## src/rtl/acc_job_scheduler_if.sv

```systemverilog
// ---------------------------------------------------------------------------
// acc_job_scheduler_if
//   Bundles the job-post handshake, the accelerator start/idle/done handshake
//   and the scheduler status outputs into one interface.
//
//   Modports
//     slave  : the scheduler itself (acc_job_scheduler)
//     master : the surrounding world, i.e. the MMIO decoder posting jobs plus
//              the accelerator answering ap_start with ap_idle/ap_done
//
//   Signals
//     job_valid   job push request                  (master -> slave)
//     job_code    3-bit one-hot job code            (master -> slave)
//     job_ready   queue can accept a job            (slave  -> master)
//     ap_start    one-hot start to accelerator      (slave  -> master)
//     ap_idle     accelerator idle                  (master -> slave)
//     ap_done     one-hot done pulse                (master -> slave)
//     busy        job in flight or queue non-empty  (slave  -> master)
//     cur_job     code of job in flight, 0 if none  (slave  -> master)
//     q_level     queued jobs, excluding in flight  (slave  -> master)
//     done_pulse  one-cycle retire pulse            (slave  -> master)
//     done_cnt    retired-job counter, wraps        (slave  -> master)
//     err         sticky error flag                 (slave  -> master)
// ---------------------------------------------------------------------------
interface acc_job_scheduler_if #(
    parameter int QDEPTH = 4,
    parameter int CNT_W  = 16
);
    localparam int QW = $clog2(QDEPTH);

    logic             job_valid;
    logic [2:0]       job_code;
    logic             job_ready;
    logic [2:0]       ap_start;
    logic             ap_idle;
    logic [2:0]       ap_done;
    logic             busy;
    logic [2:0]       cur_job;
    logic [QW:0]      q_level;
    logic             done_pulse;
    logic [CNT_W-1:0] done_cnt;
    logic             err;

    modport slave (
        input  job_valid, job_code, ap_idle, ap_done,
        output job_ready, ap_start, busy, cur_job, q_level,
               done_pulse, done_cnt, err
    );

    modport master (
        output job_valid, job_code, ap_idle, ap_done,
        input  job_ready, ap_start, busy, cur_job, q_level,
               done_pulse, done_cnt, err
    );
endinterface

```

## src/rtl/acc_job_scheduler.sv

```systemverilog
// ---------------------------------------------------------------------------
// acc_job_scheduler
//   Queues FIR / MATMUL / SORTING jobs posted from the MMIO register block and
//   issues them one at a time to the accelerator through its one-hot
//   ap_start / ap_idle / ap_done handshake. Tracks the job in flight, counts
//   retired jobs and raises a one-cycle done_pulse per retirement.
//
//   Ports
//     clk   system clock
//     rst   asynchronous reset, active-high
//     bus   acc_job_scheduler_if.slave (job push, accelerator handshake,
//           status: busy, cur_job, q_level, done_pulse, done_cnt, err)
//
//   Parameters
//     QDEPTH  job queue entries (power of 2, >= 2)
//     CNT_W   done_cnt width
//     TO_W    watchdog width, used only with ACC_SCHED_TIMEOUT_EN
//
//   Build option
//     ACC_SCHED_TIMEOUT_EN  when defined, a TO_W-bit watchdog runs while a job
//                           is in RUN/DRAIN; expiry sets err and abandons the
//                           job without counting it. Undefined: no watchdog.
// ---------------------------------------------------------------------------
module acc_job_scheduler #(
    parameter int QDEPTH = 4,
    parameter int CNT_W  = 16,
    parameter int TO_W   = 20
) (
    input  logic               clk,
    input  logic               rst,
    acc_job_scheduler_if.slave bus
);
    localparam int          QW    = $clog2(QDEPTH);
    localparam logic [QW:0] QFULL = (QW+1)'(QDEPTH);

    // Elaboration-time parameter sanity checks.
    if (QDEPTH < 2 || (QDEPTH & (QDEPTH - 1)) != 0) begin : g_bad_qdepth
        $error("acc_job_scheduler: QDEPTH must be a power of 2 and >= 2");
    end
    if (TO_W < 2) begin : g_bad_to_w
        $error("acc_job_scheduler: TO_W must be >= 2");
    end

    typedef enum logic [1:0] {S_IDLE, S_ISSUE, S_RUN, S_DRAIN} state_t;

    state_t           state;
    logic [2:0]       q_mem [QDEPTH];
    logic [QW-1:0]    wr_ptr;
    logic [QW-1:0]    rd_ptr;
    logic [QW:0]      q_cnt;
    logic [2:0]       ap_start_r;
    logic [2:0]       cur_job_r;
    logic             done_pulse_r;
    logic [CNT_W-1:0] done_cnt_r;
    logic             err_r;

    function automatic logic is_onehot3(input logic [2:0] c);
        return (c == 3'b001) || (c == 3'b010) || (c == 3'b100);
    endfunction

    logic q_full, q_empty, push_acc, push_ok, pop;

    assign q_full   = (q_cnt == QFULL);
    assign q_empty  = (q_cnt == '0);
    // Handshake completes for any code; only one-hot codes enter the queue.
    assign push_acc = bus.job_valid && !q_full;
    assign push_ok  = push_acc && is_onehot3(bus.job_code);
    assign pop      = (state == S_IDLE) && !q_empty && bus.ap_idle;

`ifdef ACC_SCHED_TIMEOUT_EN
    logic [TO_W-1:0] wd;
    logic            wd_expire;
    // Fires on the cycle whose increment would make the counter all-ones.
    assign wd_expire = (wd == {{(TO_W-1){1'b1}}, 1'b0});
`endif

    // Queue storage carries no reset; validity is tracked by q_cnt.
    always_ff @(posedge clk) begin
        if (push_ok) begin
            q_mem[wr_ptr] <= bus.job_code;
        end
    end

    always_ff @(posedge clk or posedge rst) begin
        if (rst) begin
            wr_ptr <= '0;
            rd_ptr <= '0;
            q_cnt  <= '0;
        end else begin
            if (push_ok) begin
                wr_ptr <= wr_ptr + 1'b1;
            end
            if (pop) begin
                rd_ptr <= rd_ptr + 1'b1;
            end
            case ({push_ok, pop})
                2'b10:   q_cnt <= q_cnt + 1'b1;
                2'b01:   q_cnt <= q_cnt - 1'b1;
                default: q_cnt <= q_cnt;
            endcase
        end
    end

    always_ff @(posedge clk or posedge rst) begin
        if (rst) begin
            state        <= S_IDLE;
            ap_start_r   <= '0;
            cur_job_r    <= '0;
            done_pulse_r <= 1'b0;
            done_cnt_r   <= '0;
            err_r        <= 1'b0;
`ifdef ACC_SCHED_TIMEOUT_EN
            wd           <= '0;
`endif
        end else begin
            done_pulse_r <= 1'b0;
            if (push_acc && !is_onehot3(bus.job_code)) begin
                err_r <= 1'b1;
            end
            case (state)
                S_IDLE: begin
                    if (pop) begin
                        cur_job_r  <= q_mem[rd_ptr];
                        ap_start_r <= q_mem[rd_ptr];
                        state      <= S_ISSUE;
`ifdef ACC_SCHED_TIMEOUT_EN
                        wd         <= '0;
`endif
                    end
                end
                S_ISSUE: begin
                    ap_start_r <= '0;
                    state      <= S_RUN;
                end
                S_RUN, S_DRAIN: begin
`ifdef ACC_SCHED_TIMEOUT_EN
                    wd <= wd + 1'b1;
                    if (wd_expire) begin
                        // Abandon the job; the queue is kept intact.
                        state     <= S_IDLE;
                        cur_job_r <= '0;
                        err_r     <= 1'b1;
                    end else
`endif
                    if (state == S_RUN) begin
                        if (bus.ap_done == cur_job_r) begin
                            state <= S_DRAIN;
                        end else if (bus.ap_done != '0) begin
                            // Done for a job that is not in flight.
                            err_r <= 1'b1;
                        end
                    end else if (bus.ap_idle) begin
                        state        <= S_IDLE;
                        done_pulse_r <= 1'b1;
                        done_cnt_r   <= done_cnt_r + 1'b1;
                        cur_job_r    <= '0;
                    end
                end
                default: state <= S_IDLE;
            endcase
        end
    end

    assign bus.job_ready  = !q_full;
    assign bus.ap_start   = ap_start_r;
    assign bus.busy       = (state != S_IDLE) || !q_empty;
    assign bus.cur_job    = cur_job_r;
    assign bus.q_level    = q_cnt;
    assign bus.done_pulse = done_pulse_r;
    assign bus.done_cnt   = done_cnt_r;
    assign bus.err        = err_r;
endmodule

```

## src/flat_wrapper.sv

```systemverilog
// flat-port wrapper written by rule: the top's interface ports become plain ports
module acc_job_scheduler_flat 
#(
    parameter int QDEPTH = 4,
    parameter int CNT_W  = 16,
    parameter int TO_W   = 20
)
  (clk, rst, bus_job_valid, bus_job_code, bus_ap_idle, bus_ap_done, bus_job_ready, bus_ap_start, bus_busy, bus_cur_job, bus_q_level, bus_done_pulse, bus_done_cnt, bus_err);
  acc_job_scheduler_if #(.QDEPTH(QDEPTH), .CNT_W(CNT_W)) bus_i ();
  input  logic clk;
  input  logic rst;
  input wire logic [$bits(bus_i.job_valid)-1:0] bus_job_valid;
  input wire logic [$bits(bus_i.job_code)-1:0] bus_job_code;
  input wire logic [$bits(bus_i.ap_idle)-1:0] bus_ap_idle;
  input wire logic [$bits(bus_i.ap_done)-1:0] bus_ap_done;
  output wire logic [$bits(bus_i.job_ready)-1:0] bus_job_ready;
  output wire logic [$bits(bus_i.ap_start)-1:0] bus_ap_start;
  output wire logic [$bits(bus_i.busy)-1:0] bus_busy;
  output wire logic [$bits(bus_i.cur_job)-1:0] bus_cur_job;
  output wire logic [$bits(bus_i.q_level)-1:0] bus_q_level;
  output wire logic [$bits(bus_i.done_pulse)-1:0] bus_done_pulse;
  output wire logic [$bits(bus_i.done_cnt)-1:0] bus_done_cnt;
  output wire logic [$bits(bus_i.err)-1:0] bus_err;
  assign bus_i.job_valid = bus_job_valid;
  assign bus_i.job_code = bus_job_code;
  assign bus_i.ap_idle = bus_ap_idle;
  assign bus_i.ap_done = bus_ap_done;
  assign bus_job_ready = bus_i.job_ready;
  assign bus_ap_start = bus_i.ap_start;
  assign bus_busy = bus_i.busy;
  assign bus_cur_job = bus_i.cur_job;
  assign bus_q_level = bus_i.q_level;
  assign bus_done_pulse = bus_i.done_pulse;
  assign bus_done_cnt = bus_i.done_cnt;
  assign bus_err = bus_i.err;
  acc_job_scheduler #(.QDEPTH(QDEPTH), .CNT_W(CNT_W), .TO_W(TO_W)) u_core (.clk(clk), .rst(rst), .bus(bus_i));
endmodule
```

## config.mk

```make
export PLATFORM = sky130hd
export DESIGN_NAME = acc_job_scheduler_flat
export DESIGN_NICKNAME = d
export VERILOG_FILES = /design/src/rtl/acc_job_scheduler_if.sv /design/src/rtl/acc_job_scheduler.sv /design/src/flat_wrapper.sv
export SDC_FILE = /design/constraint.sdc
export NUM_CORES = 1
export LEC_CHECK = 0
export CAP_MARGIN = 20
export CORE_MARGIN = 8
export CORE_UTILIZATION = 45
export CTS_CLUSTER_SIZE = 14
export DETAILED_ROUTE_END_ITERATION = 16
export GPL_TIMING_DRIVEN = 0
export PLACE_DENSITY = 0.78
export SETUP_SLACK_MARGIN = 0.15
export SLEW_MARGIN = 5
export SYNTH_ARGS = -nofsm -noshare
export SYNTH_HDL_FRONTEND = slang
export SYNTH_SLANG_ARGS = --single-unit
```

## constraint.sdc

```tcl
create_clock -name clk -period 2.22 [get_ports clk]
set_input_delay 0.333 -clock clk [delete_from_list [all_inputs] [get_ports clk]]
set_output_delay 0.333 -clock clk [all_outputs]
set_load 0.1 [all_outputs]
```

[Word-level counts from Yosys, hierarchy flattened]
Memories as Yosys holds them, arrays and structs flattened.
Index checks and enable logic that the tools add are counted.
Operators by class
  add/sub/neg operators: 5
  equal/unequal tests: 15
  mux-type cells: 21
  bitwise gates (word level): 1
  reductions and logical operators: 23
Operators with widths (count)
  3-bit one-hot mux with 2 select lines: 3
  16-bit by 1-bit adder with 16-bit output, second input constant: 1
  1-bit two-way mux: 10
  3-bit two-way mux: 3
  2-bit two-way mux: 4
  2-bit nonzero test: 4
  2-bit == test, second input constant: 3
  3-bit == test, second input constant: 2
  2-bit one-hot mux with 3 select lines: 1
  3-bit AND reduction: 2
  1-bit logical AND: 5
  2-bit by 1-bit adder with 2-bit output, second input constant: 2
  2-bit by 1-bit == test with 1-bit output, second input constant: 2
  2-bit != test, second input constant: 2
  4-bit AND reduction: 1
  3-bit by 1-bit adder with 3-bit output, second input constant: 1
  3-bit by 1-bit == test with 1-bit output, second input constant: 1
  3-bit by 2-bit == test with 1-bit output, second input constant: 1
  3-bit == test: 1
  1-bit zero test: 3
  3-bit zero test: 1
  1-bit logical OR: 3
  3-bit by 2-bit != test with 1-bit output, second input constant: 1
  3-bit != test, second input constant: 1
  other kinds (7): 7
Storage, ports and cells
  register bits: 33
  memory bits (writable): 12
  input port bits: 10
  output and inout port bits: 29
  word-level logic and storage cells: 75
  memories kept: 1
Memory list
  u_core.q_mem: depth 4, bits a word 3, rd ports 1, clocked after Yosys merged registers in 0, write ports 1, line acc_job_scheduler.sv:47  | logic [2:0] q_mem [QDEPTH];

[Longest topological paths before layout]
  depth after elaboration: 10
  depth in mapped cells: 10
  mapped depth without buffers: 10

[Worst setup path after synthesis]
OpenSTA, ideal clock, no wires.
  path kind: reg2reg
  start point: register u_core.q_cnt[2], in the netlist u_core.bus.q_level[2]
  end point: register u_core.q_cnt[2], in the netlist u_core.bus.q_level[2]
  library setup time: 0.163 ns
  arrival: 3.523 ns
  required time: 2.057 ns
  slack: -1.467 ns
  cell stages (with the launch flop): 9
  path buffers: 0
  period minus slack after synthesis: 3.687 ns
  path through: dfrtp_1 nand3_1 o2111ai_2 ha_1 inv_1 fa_1 xor2_1 nor2_1 xor2_1
On the way
  cells in the longest elaborated chain, start to end: 6
  elaborated cells on any way between the ends: 14
  classes of those cells: 2 x add/sub; 3 x eq/ne; 1 x mux; 8 x reduce/logical
RTL lines
  start, declared: line acc_job_scheduler.sv:50  | logic [QW:0] q_cnt;
  start signal, assigned: line acc_job_scheduler.sv:97  | 2'b10: q_cnt <= q_cnt + 1'b1;
  start signal, assigned: line acc_job_scheduler.sv:98  | 2'b01: q_cnt <= q_cnt - 1'b1;
  start signal, assigned: line acc_job_scheduler.sv:99  | default: q_cnt <= q_cnt;
  3-bit == test *: line acc_job_scheduler.sv:63  | assign q_full = (q_cnt == QFULL);
  1-bit zero test *
  net bus_job_ready: line flat_wrapper.sv:16  | output wire logic [$bits(bus_i.job_ready)-1:0] bus_job_ready;
  1-bit logical AND *: line acc_job_scheduler.sv:66  | assign push_acc = bus.job_valid && !q_full;
  1-bit logical AND *: line acc_job_scheduler.sv:67  | assign push_ok = push_acc && is_onehot3(bus.job_code);
  2-bit by 1-bit == test with 1-bit output or 2-bit == test (tied branches): line acc_job_scheduler.sv:96  | case ({push_ok, pop})
  3-bit one-hot mux with 2 select lines or 2-bit nonzero test (tied branches)
The timed path passes the listed nets; every way through them passes the cells marked *.
A chain may end at the register's enable or synchronous reset.

[Final worst setup path]
  start point: register u_core.q_cnt[0], in the netlist u_core.bus.q_level[0]
  end point: output bus_q_level[0]
RTL lines
  end, declared: line flat_wrapper.sv:20  | output wire logic [$bits(bus_i.q_level)-1:0] bus_q_level;
No word-level cell between the ends.

==> metrics.md <==
| Metric | Value |
|---|---|
| Outcome | `finished clean` |
| Max-Slew Margin vs Limit | `between 30% and 40%` |
| Buffer and inverter count on the worst path | `1` |
| Effective utilization at floorplan | `a little under half` |
| Critical R2R Launch | `u_core.bus.q_level[2]` |
| Layout Area Growth over Synthesis | `29.27%` |
| Max Fanout on Critical Path | `5` |
| Final max-slew violation count | `0` |
| TritonCTS buffer count | `5` |
| Source of the critical timing path | `u_core.bus.q_level[0]` |
| Worst Path Required | `~1900 ps` |
| Launching element type of the critical path | `flip-flop` |
| Post-Route Hold Slack | `between 300 and 400 ps` |
| Clock tree from TritonCTS | `done` |
| Wire per inst | `15.49 µm` |
| Worst endpoint data arrival time | `about 1700 ps` |
| Worst Setup Path Type | `reg2out` |
| Seq/Total Area, Yosys | `approximately 56%` |
| GP Congestion | `~0.75` |
| Maximum number of pins on one net before global-route repair | `22` |
| Drt first-iter violations | `54` |
| Hold buffers post-CTS | `0` |
| Wire length of the first global-routing pass | `just over 7 mm` |
| Synthesized netlist cell count | `approximately 170` |
| Number of filler instances in the final layout | `381` |
| Total I/O pin count | `39` |
| First-pass DRT Iterations | `4` |
| Synthesized net count | `192` |
| Utilization after layout | `between 50% and 60%` |
| Reported max-cap violation count | `0` |
| Area of the core | `~4700 µm²` |
| Fin cells | `between 200 and 300` |
| Placement row count | `25` |
| Clock Latency Late Sink | `about 300 ps` |
| Worst Tran Pin Value | `~990 ps` |
| Post-route cell area | `2763 µm²` |
| Final min period | `between 2000 and 2500 ps` |
| Number of routed nets with antenna violations | `0` |
| Fin Clk Skew | `roughly 5.3 ps` |
| Vias after detailed routing | `~1400` |
| Category of cells accounting for the largest share of critical-path delay | `buffers and inverters` |
| GRT Overall Usage | `between 10% and 20%` |
| Die area | `slightly above 7000 µm²` |
| GR Overflow Total | `0` |
| Post-detailed-placement half-perimeter wirelength | `approximately 3.2 mm` |
| Fraction of layout instances using a drive strength above 1 | `between 20% and 30%` |
| Worst IR drop on VDD | `between 0.6 and 0.7 mV` |
| Final #Nets | `240` |
| CP max stage delay | `approximately 880 ps` |
| FMAX | `0.4997 GHz` |
| Buffers from clock root to sink, at most | `2` |
| Setup repair after global routing missed its margin | `no` |
| Vias in the first global route | `around 1500` |
| Initial antenna violation count | `0` |
| List of cells traversed by the critical path | `dlygate4sd2_1` |
| Final Cycle Share | `90.15%` |
| Hold crit path type | `in2async` |
| Total Wirelength | `roughly 4.2 mm` |
| Kind of capture point of the worst setup path | `primary output` |
| Number of register bits inferred by synthesis | `45` |
| Sw power | `2.019 mW` |
| Width of the chip | `around 85 µm` |
| Via density per instance | `a little over 5` |
| Internal Power | `~1.9 mW` |
| Vertical die dimension | `84.91 µm` |
| Final setup violation count | `0` |
| Placed Instance Area | `2661 µm²` |
| Synthesized area | `between 2000 and 2500 µm²` |
| Warnings from Yosys | `0` |
| Clock Tree Root | `sky130_fd_sc_hd__clkbuf_8` |
| Post-route DRC | `0` |
| Clock transition at the registers of the reported paths | `roughly 80 ps` |
| Leakage power figure | `1.251 nW` |
| Switching share of power | `between 50 and 60%` |
| Number of H-tree levels | `2` |
| Master of the slowest instance on the critical path | `sky130_fd_sc_hd__dlygate4sd2_1` |
| ANT cells | `0` |
| Combinational share of power | `a little over half` |
| Syn_area_per_cell | `about 12 µm²` |
| Count of endpoints failing hold in the final timing report | `0` |
| Power per cell area | `roughly 1400 nW/µm²` |
| CTS sink count | `45` |
| Part of the power in the clock network | `around an eighth` |
| Number of input and output port buffers inserted | `38` |
| Library cells used by synthesis | `32` |
| Flop pwr share | `between 30% and 40%` |
| Instance count after placement with tap cells included | `about 260` |
[state kept, by name, indices dropped and copies added (netlist names)]
name	flops
u_core.bus.done_cnt	16
u_core.q_mem	12
u_core.bus.ap_start	3
u_core.bus.cur_job	3
u_core.bus.q_level	3
u_core.rd_ptr	2
u_core.state	2
u_core.wr_ptr	2
u_core.bus.done_pulse	1
u_core.bus.err	1
[worst paths after layout]
path,endpoint,depth (start not counted),slack (ps)
setup / recovery,bus_q_level[0],1,220
hold / removal,u_core.bus.done_cnt[12],2,380
setup reg to reg,u_core.bus.q_level[1],6,260
hold reg to reg,u_core.bus.done_cnt[15],1,470
max in group asynchronous,u_core.bus.q_level[2],3,1320
min in group clk,u_core.bus.done_cnt[15],1,470
[Yosys cell counts]
cell                        number  share of area [%]
sky130_fd_sc_hd__nor3b_1         1               0.35
sky130_fd_sc_hd__o2111ai_2       1               0.70
sky130_fd_sc_hd__inv_1          18                3.2
sky130_fd_sc_hd__nand2_1         9                1.6
sky130_fd_sc_hd__edfxtp_1       12                 17
sky130_fd_sc_hd__a22o_1          3                1.2
sky130_fd_sc_hd__dfrtp_1        33                 39
sky130_fd_sc_hd__mux4_2          3                3.2
sky130_fd_sc_hd__mux2i_1         4                1.9
sky130_fd_sc_hd__nor2_1         13                2.3
sky130_fd_sc_hd__buf_6           1               0.53
sky130_fd_sc_hd__and3b_1         1               0.41
sky130_fd_sc_hd__xor2_1         12                4.9
sky130_fd_sc_hd__fa_1            1               0.94
sky130_fd_sc_hd__ha_1           10                5.9
sky130_fd_sc_hd__o22ai_1         2               0.59
sky130_fd_sc_hd__mux2_2          3                1.6
sky130_fd_sc_hd__and4_2          2               0.94
sky130_fd_sc_hd__o31ai_1         2               0.70
sky130_fd_sc_hd__and4_1          1               0.41
sky130_fd_sc_hd__nor3_1          4               0.94
sky130_fd_sc_hd__nor4_1          1               0.29
sky130_fd_sc_hd__and3_1          1               0.29
sky130_fd_sc_hd__nand4_1         6                1.8
sky130_fd_sc_hd__nand3_1         4               0.94
sky130_fd_sc_hd__xnor2_1        13                5.3
sky130_fd_sc_hd__nand3_4         1               0.82
sky130_fd_sc_hd__nor4_4          1                1.0
sky130_fd_sc_hd__a21oi_1         2               0.47
sky130_fd_sc_hd__a31oi_1         1               0.29
sky130_fd_sc_hd__clkbuf_2        1               0.23
sky130_fd_sc_hd__o21ai_0         4               0.94
[through the flow]
| stage | worst slack, ps | setup TNS, ps | power, mW |
|---|---|---|---|
| 5_1_grt | 157.4 | 0 | 4.147 |
| 6_report | 218.6 | 0 | 3.916 |
| 4_1_cts | 62.15 | 0 | 3.885 |
| 2_1_floorplan | -165.1 | -210.5 | 2.938 |
| 3_5_place_dp | -429.3 | -1042 | 3.437 |
| 3_3_place_gp | -416.7 | -862.6 | 3.371 |
[power by group through the flow]
stage	logic [mW]	registers (mW)	clock network [mW]
3_5_place_dp	2.12	1.32	0
3_3_place_gp	2.06	1.31	0
6_report	2.11	1.32	0.493
5_1_grt	2.24	1.35	0.557
2_1_floorplan	0.820	2.12	0
4_1_cts	2.07	1.30	0.514
[layer usage]
layer	GRT usage (%)	wire, µm	up-vias
li1	-	-	687
met1	14.73	1877	670
met2	20.40	2089	32
met3	3.668	191	9
met4	4.531	85	0
met5	0	0	-
[area by class of cell]
| type | instances | area (µm²) | area share, % |
|---|---|---|---|
| Clock inverter | 2 | 13.76 | 0.4982 |
| Multi-Input combinational cell | 106 | 935.9 | 33.88 |
| Timing Repair Buffer | 41 | 381.6 | 13.81 |
| Buffer | 2 | 16.27 | 0.5888 |
| Tap cell | 54 | 67.56 | 2.446 |
| Inverter | 18 | 72.57 | 2.627 |
| Sequential cell | 45 | 1202 | 43.52 |
| Clock buffer | 6 | 72.57 | 2.627 |
[layout by cell type, fill, tap and decap left out, types with 3 or more instances in the layout]
cell type	n
sky130_fd_sc_hd__clkdlybuf4s50_1	6
sky130_fd_sc_hd__edfxtp_1	12
sky130_fd_sc_hd__dfrtp_1	26
sky130_fd_sc_hd__nand3_1	3
sky130_fd_sc_hd__inv_4	3
sky130_fd_sc_hd__dfrtp_4	3
sky130_fd_sc_hd__nor3_1	4
sky130_fd_sc_hd__dfrtp_2	4
sky130_fd_sc_hd__nor2_1	12
sky130_fd_sc_hd__o21ai_0	4
sky130_fd_sc_hd__mux2_2	3
sky130_fd_sc_hd__dlygate4sd2_1	30
sky130_fd_sc_hd__inv_2	4
sky130_fd_sc_hd__xnor2_1	13
sky130_fd_sc_hd__nand2_1	9
sky130_fd_sc_hd__inv_1	12
sky130_fd_sc_hd__mux2i_1	4
sky130_fd_sc_hd__mux4_2	3
sky130_fd_sc_hd__ha_1	8
sky130_fd_sc_hd__xor2_1	12
sky130_fd_sc_hd__clkbuf_8	5
sky130_fd_sc_hd__nand4_1	6
sky130_fd_sc_hd__a22o_1	3
[kinds of logic (layout without fill, tap and decap cells)]
logic type / Yosys count / in the layout / share of synthesized area (%)
buffers and inverters: 20 / 69 / 3.922
xor gates and xnor gates: 25 / 25 / 10.25
DFF: 45 / 45 / 55.50
muxes: 10 / 10 / 6.616
adders and majority gates: 11 / 11 / 6.792
and+or+nand+nor: 45 / 45 / 12.00
AOI/OAI and AO/OA: 15 / 15 / 4.918
[repair_timing]
action                                  4_1_cts  5_1_grt
endpoints found under the setup margin       31        3
pin swaps                                     2        0
setup buffers                                 2        0
gates resized for setup                      42        7
Power figures use the tool's default switching activity.
